`src/rtl/mem_req_scheduler.sv`:
```
// Arbitrates icache/dcache requests onto one memory bus and routes tagged load
// completions back to their owners using a 16-entry tag ownership table.
module mem_req_scheduler #(
  parameter int XLEN            = 32,
  parameter int MAX_OUTSTANDING = 8,
  parameter int STARVE_LIMIT    = 4
) (
  input  logic            clock,
  input  logic            reset,
  input  logic            icache_req_valid,
  input  logic [XLEN-1:0] icache_req_addr,
  output logic            icache_req_ready,
  input  logic            dcache_req_valid,
  input  logic [1:0]      dcache_req_command,
  input  logic [XLEN-1:0] dcache_req_addr,
  input  logic [63:0]     dcache_req_data,
  output logic            dcache_req_ready,
  output logic [1:0]      proc2mem_command,
  output logic [XLEN-1:0] proc2mem_addr,
  output logic [63:0]     proc2mem_data,
  input  logic [3:0]      mem2proc_response,
  input  logic [63:0]     mem2proc_data,
  input  logic [3:0]      mem2proc_tag,
  output logic            icache_resp_valid,
  output logic [63:0]     icache_resp_data,
  output logic            dcache_resp_valid,
  output logic [63:0]     dcache_resp_data,
  output logic [3:0]      outstanding_count,
  output logic            sched_full,
  output logic            tag_error
);

  localparam logic [1:0] BUS_NONE    = 2'd0;
  localparam logic [1:0] BUS_LOAD    = 2'd1;
  localparam logic [1:0] BUS_STORE   = 2'd2;
  localparam logic [1:0] DEST_NONE   = 2'd0;
  localparam logic [1:0] DEST_ICACHE = 2'd1;
  localparam logic [1:0] DEST_DCACHE = 2'd2;
  localparam int         SW          = $clog2(STARVE_LIMIT + 1);

  typedef enum logic {PRIO_DCACHE = 1'b0, PRIO_ICACHE = 1'b1} prio_e;

  prio_e          state_reg, state_next;
  logic [SW-1:0]  starve_reg, starve_next;
  logic [1:0]     owner_reg [16];
  logic [3:0]     count_reg, count_next;
  logic           icache_resp_valid_reg, dcache_resp_valid_reg, tag_error_reg;
  logic [63:0]    icache_resp_data_reg, dcache_resp_data_reg;

  logic           dc_is_load, dc_is_store, ic_ok, dc_ok;
  logic           grant_i, grant_d, mem_accept;
  logic           load_accept, free_hit, orphan_tag, alloc_clash, alloc_new;
  logic [1:0]     free_owner, alloc_dest;

  assign sched_full  = (count_reg == 4'(MAX_OUTSTANDING));
  assign dc_is_load  = (dcache_req_command == BUS_LOAD);
  assign dc_is_store = (dcache_req_command == BUS_STORE);
  // A full table only blocks loads; a pending store may still win the bus.
  assign ic_ok       = icache_req_valid && !sched_full;
  assign dc_ok       = dcache_req_valid && (dc_is_store || (dc_is_load && !sched_full));
  assign mem_accept  = (mem2proc_response != 4'd0);

  // Output process: grant and bus drive.
  always_comb begin
    grant_i          = 1'b0;
    grant_d          = 1'b0;
    proc2mem_command = BUS_NONE;
    proc2mem_addr    = '0;
    proc2mem_data    = '0;
    if (state_reg == PRIO_ICACHE) begin
      grant_i = ic_ok;
      grant_d = dc_ok && !ic_ok;
    end else begin
      grant_d = dc_ok;
      grant_i = ic_ok && !dc_ok;
    end
    if (grant_d) begin
      proc2mem_command = dcache_req_command;
      proc2mem_addr    = dcache_req_addr;
      if (dc_is_store) proc2mem_data = dcache_req_data;
    end else if (grant_i) begin
      proc2mem_command = BUS_LOAD;
      proc2mem_addr    = icache_req_addr;
    end
  end

  assign icache_req_ready = grant_i && mem_accept;
  assign dcache_req_ready = grant_d && mem_accept;

  // Starvation is forgotten once icache is served or withdraws while favoured,
  // so a stale saturated count cannot bounce the FSM straight back.
  always_comb begin
    starve_next = starve_reg;
    if (icache_req_ready)
      starve_next = '0;
    else if (state_reg == PRIO_ICACHE && !icache_req_valid)
      starve_next = '0;
    else if (state_reg == PRIO_DCACHE && icache_req_valid && starve_reg != SW'(STARVE_LIMIT))
      starve_next = starve_reg + 1'b1;
  end

  always_comb begin
    state_next = state_reg;
    case (state_reg)
      PRIO_DCACHE: if (starve_next == SW'(STARVE_LIMIT)) state_next = PRIO_ICACHE;
      PRIO_ICACHE: if (icache_req_ready || !icache_req_valid) state_next = PRIO_DCACHE;
      default:     state_next = PRIO_DCACHE;
    endcase
  end

  always_ff @(posedge clock or negedge reset) begin
    if (!reset) begin
      state_reg  <= PRIO_DCACHE;
      starve_reg <= '0;
    end else begin
      state_reg  <= state_next;
      starve_reg <= starve_next;
    end
  end

  assign free_owner  = owner_reg[mem2proc_tag];
  assign free_hit    = (mem2proc_tag != 4'd0) && (free_owner != DEST_NONE);
  assign orphan_tag  = (mem2proc_tag != 4'd0) && (free_owner == DEST_NONE);
  assign load_accept = icache_req_ready || (dcache_req_ready && dc_is_load);
  assign alloc_dest  = icache_req_ready ? DEST_ICACHE : DEST_DCACHE;
  // Reusing the tag that is being freed this very cycle is legal.
  assign alloc_clash = load_accept && (owner_reg[mem2proc_response] != DEST_NONE)
                       && !(free_hit && mem2proc_tag == mem2proc_response);
  assign alloc_new   = load_accept && !alloc_clash;

  always_comb begin
    count_next = count_reg;
    if (alloc_new && !free_hit)
      count_next = count_reg + 4'd1;
    else if (free_hit && !alloc_new)
      count_next = count_reg - 4'd1;
  end

  always_ff @(posedge clock or negedge reset) begin
    if (!reset) begin
      for (int i = 0; i < 16; i++) owner_reg[i] <= DEST_NONE;
      count_reg             <= '0;
      icache_resp_valid_reg <= 1'b0;
      icache_resp_data_reg  <= '0;
      dcache_resp_valid_reg <= 1'b0;
      dcache_resp_data_reg  <= '0;
      tag_error_reg         <= 1'b0;
    end else begin
      // Free first; a same-tag allocation below then wins.
      if (free_hit) owner_reg[mem2proc_tag] <= DEST_NONE;
      if (load_accept) owner_reg[mem2proc_response] <= alloc_dest;
      count_reg             <= count_next;
      icache_resp_valid_reg <= free_hit && (free_owner == DEST_ICACHE);
      icache_resp_data_reg  <= (free_hit && free_owner == DEST_ICACHE) ? mem2proc_data : '0;
      dcache_resp_valid_reg <= free_hit && (free_owner == DEST_DCACHE);
      dcache_resp_data_reg  <= (free_hit && free_owner == DEST_DCACHE) ? mem2proc_data : '0;
      tag_error_reg         <= tag_error_reg || orphan_tag || alloc_clash;
    end
  end

  assign outstanding_count = count_reg;
  assign icache_resp_valid = icache_resp_valid_reg;
  assign icache_resp_data  = icache_resp_data_reg;
  assign dcache_resp_valid = dcache_resp_valid_reg;
  assign dcache_resp_data  = dcache_resp_data_reg;
  assign tag_error         = tag_error_reg;

endmodule

```
`config.mk`:
```
export PLATFORM = sky130hd
export DESIGN_NAME = mem_req_scheduler
export DESIGN_NICKNAME = d
export VERILOG_FILES = /design/src/rtl/mem_req_scheduler.sv
export SDC_FILE = /design/constraint.sdc
export NUM_CORES = 1
export LEC_CHECK = 0
export ABC_AREA = 1
export BUFFER_PORTS_ARGS = -buffer_cell sky130_fd_sc_hd__buf_2
export CORE_AREA = 4 4 171 173
export DETAILED_ROUTE_END_ITERATION = 8
export DIE_AREA = 0 0 175 177
export GPL_TIMING_DRIVEN = 0
export PLACE_DENSITY_LB_ADDON = 0.3
export SYNTH_ARGS = -nofsm -noshare
export SYNTH_HDL_FRONTEND = slang
export SYNTH_SLANG_ARGS = --single-unit
```
`constraint.sdc`:
```
create_clock -name clock -period 7.7 [get_ports clock]
set_input_delay 1.155 -clock clock [delete_from_list [all_inputs] [get_ports clock]]
set_output_delay 1.155 -clock clock [all_outputs]
set_load 0.01 [all_outputs]
```
==> reports/qor.yml <==
clocking:
  holdBufCountCts: 0
  cts_tree: "built"
  cts_buffer_depth: 2
  cts_buffers: 17
  post_cts_resized: 0
  clkTransAtPathRegs_ps: 70
  post_cts_buffers: 0
  cts_root_buf: "clkbuf_16"
  cts-htree-levels: 4
  clock_latency_ps: 430
  clock-sinks: 171
setup_path:
  worst-path-max-fanout: 10
  cp.required_ps: 6550
  critPathLaunchType: "input pin"
  rr_startpoint: "outstanding_count[0]$_DFFE_PN0P_"
  cp-startpoint: "dcache_req_command[1]"
  end_kind: "primary output"
  arrival_ps: 2970
  setup.worst_path.class: "input pin to primary output"
synthesis:
  ys_types: 30
  syn_avg_cell_area_um2: 8.060
  synth.area.top_cells: "dfrtp_1 (55%), nor2_1 (14%), nand2_1 (10%)"
  synth_top_area_share_pct: 55.19
  synth.yosys.seq_area_share_pct: 55.19
  yosysTopAreaCell: "dfrtp_1"
  ys_warn_count: 0
  ys_seq_elements: 171
  syn_inst: 962
  syn-cell-area_mm2: 0.007754
  syn-num-nets: 1174
routing:
  ant_nets: 0
  drc: 0
  avgRoutedWirePerCell_um: 17.25
  wl_mm: 31.35
  vias: 7999
  drt-initial-drc-count: 471
  drt_first_pass_iters: 5
  viasPerCell: 4.400
global_routing:
  track_usage_pct: 19.66
  grt_max_degree: 112
  grt_pass1_wl_mm: 46.42
  overflow: 0
  grt_pass1_vias: 8133
  antenna_found_initial: 7
floorplan:
  start_util_pct: 28.06
  die-width_um: 175
  ioPinCount: 442
  die-area_mm2: 0.03098
  coreArea_mm2: 0.02763
  die_h_um: 177
  num_rows: 61
timing:
  finalCritPeriodShare_pct: 53.59
  slew_headroom_pct: 57.15
  rsz0062_at_grt: "no"
  finalCriticalPeriod_ps: 4126
  setup_viol: 0
  worst_pin_slew_ps: 642.7
  fmax_mhz: 242.4
  setup_tns_ps: 0
  fin_skew_ps: 28.42
  drv_slew: 0
  hold_viol: 0
flow_run:
  max_cap_viol_count: 0
placement:
  dp_cells: 1781
  gp_congestion: 0.9129
  dpl-instance-area_mm2: 0.01047
  hpwl_mm: 25.84
  port_buffers: 440
power:
  finalPower_mw: 2.678
  power_frac_seq_pct: 40.0
  leakage_nw: 6.596
  p_sw_share_pct: 35.53
  p_switching_mw: 0.9516
  p_per_area_mw_per_mm2: 241.9
  ir_drop_mv: 0.1401
  p_comb_share_pct: 27.9
  clockPowerShare_pct: 32.2
  p_int_mw: 1.727
finish:
  final_common_cell: "buf_2"
  stdcell_count: 1818
  final_cell_mix: "buf_2 (446), nor2_1 (283), nand2_1 (215), dfrtp_1 (171), inv_1 (121)"
  drive_above_1_share_pct: 34.56
  fin_nets: 1634
  final_core_util_pct: 40.08
  design_area_mm2: 0.01107
  area_growth_pct: 42.83
run_status:
  status: "finished, final reports clean"
worst_hold_path:
  min_from: "outstanding_count[3]$_DFFE_PN0P_"
  hp-class: "flip-flop to flip-flop"
[power groups by stage]
stage / Sequential [mW] / Clock (mW) / Combinational (mW)
floorplan: 1.12 / 0 / 0.373
global placement: 1.09 / 0 / 0.744
detailed placement: 1.09 / 0 / 0.757
CTS: 1.07 / 0.894 / 0.760
global route: 1.09 / 0.934 / 0.832
finish: 1.07 / 0.862 / 0.746
[worst max-delay path, stage by stage]
cell	delay, ps
buf_2	100
inv_1	100
nand3_1	150
o21ai_2	340
nand2_1	140
buf_2	220
buf_1	220
nor2_1	330
buf_2	210
[cells by family (layout without fill, tap and decap cells)]
kind of cell	Yosys count	count (layout)	synth area share, %
XOR/XNOR	8	8	0.9037
flip-flops	171	171	55.19
AO/OA/AOI/OAI	92	92	8.375
adder cells (fa/ha/maj)	6	6	1.065
AND/OR/NAND/NOR	515	515	25.50
buffers and inverters	170	643	8.972
other	0	5	0
[Yosys cell counts]
cell type	instances
buf_4	7
inv_1	121
nand2_1	215
buf_1	4
fa_1	1
o21ai_0	25
clkbuf_1	25
o22ai_1	12
nor2_1	283
inv_2	2
xor2_1	5
ha_1	5
a21boi_0	2
dfrtp_1	171
clkinv_1	1
nand3_1	6
o21bai_1	1
buf_2	7
xnor2_1	3
a32o_1	32
o21ai_2	1
nor2_4	1
nor2_2	1
nand4_1	7
a21oi_1	17
o21ai_1	1
nor4_1	1
buf_6	3
a21o_1	1
nand3_2	1
[path summary, 6_finish.rpt]
kind                                                     to  cells past startpoint  slack (ps)
min in group asynchronous           owner_reg[21]$_DFF_PN0_                      1         650
min                        outstanding_count[3]$_DFFE_PN0P_                      1         500
max reg2reg                outstanding_count[3]$_DFFE_PN0P_                     16        4290
max in group asynchronous     dcache_resp_data[7]$_DFF_PN0_                      2        6150
max                                       proc2mem_data[53]                      9        3570
min reg2reg                outstanding_count[3]$_DFFE_PN0P_                      1         500
[metal layers]
layer	share of wire, %	track usage (%)	wire length (um)
met3	7.9	5.618	2487
met1	39	22.77	12240
met5	0.041	0	13
met2	49	34.24	15430
met4	3.8	8.282	1185
[final cells by class]
type                       count  area, um2
multi-input combinational    621       2779
antenna                        5      12.51
tap                          378      473.0
clock inverter                15      170.2
buffer                        46      230.2
clock buffer                  17      425.4
timing repair buffer         441       2240
sequential                   171       4279
fill                        2911      16550
inverter                     124      465.4
[per-stage QoR]
step                      setup WS, ps  hold slack [ps]
after floorplan                   4223            445.4
after global placement            2781            475.8
after detailed placement          3543            479.9
after CTS                         3555            498.8
after global routing              3392            531.6
final                             3574            501.9
Power figures use the tool's default switching activity.
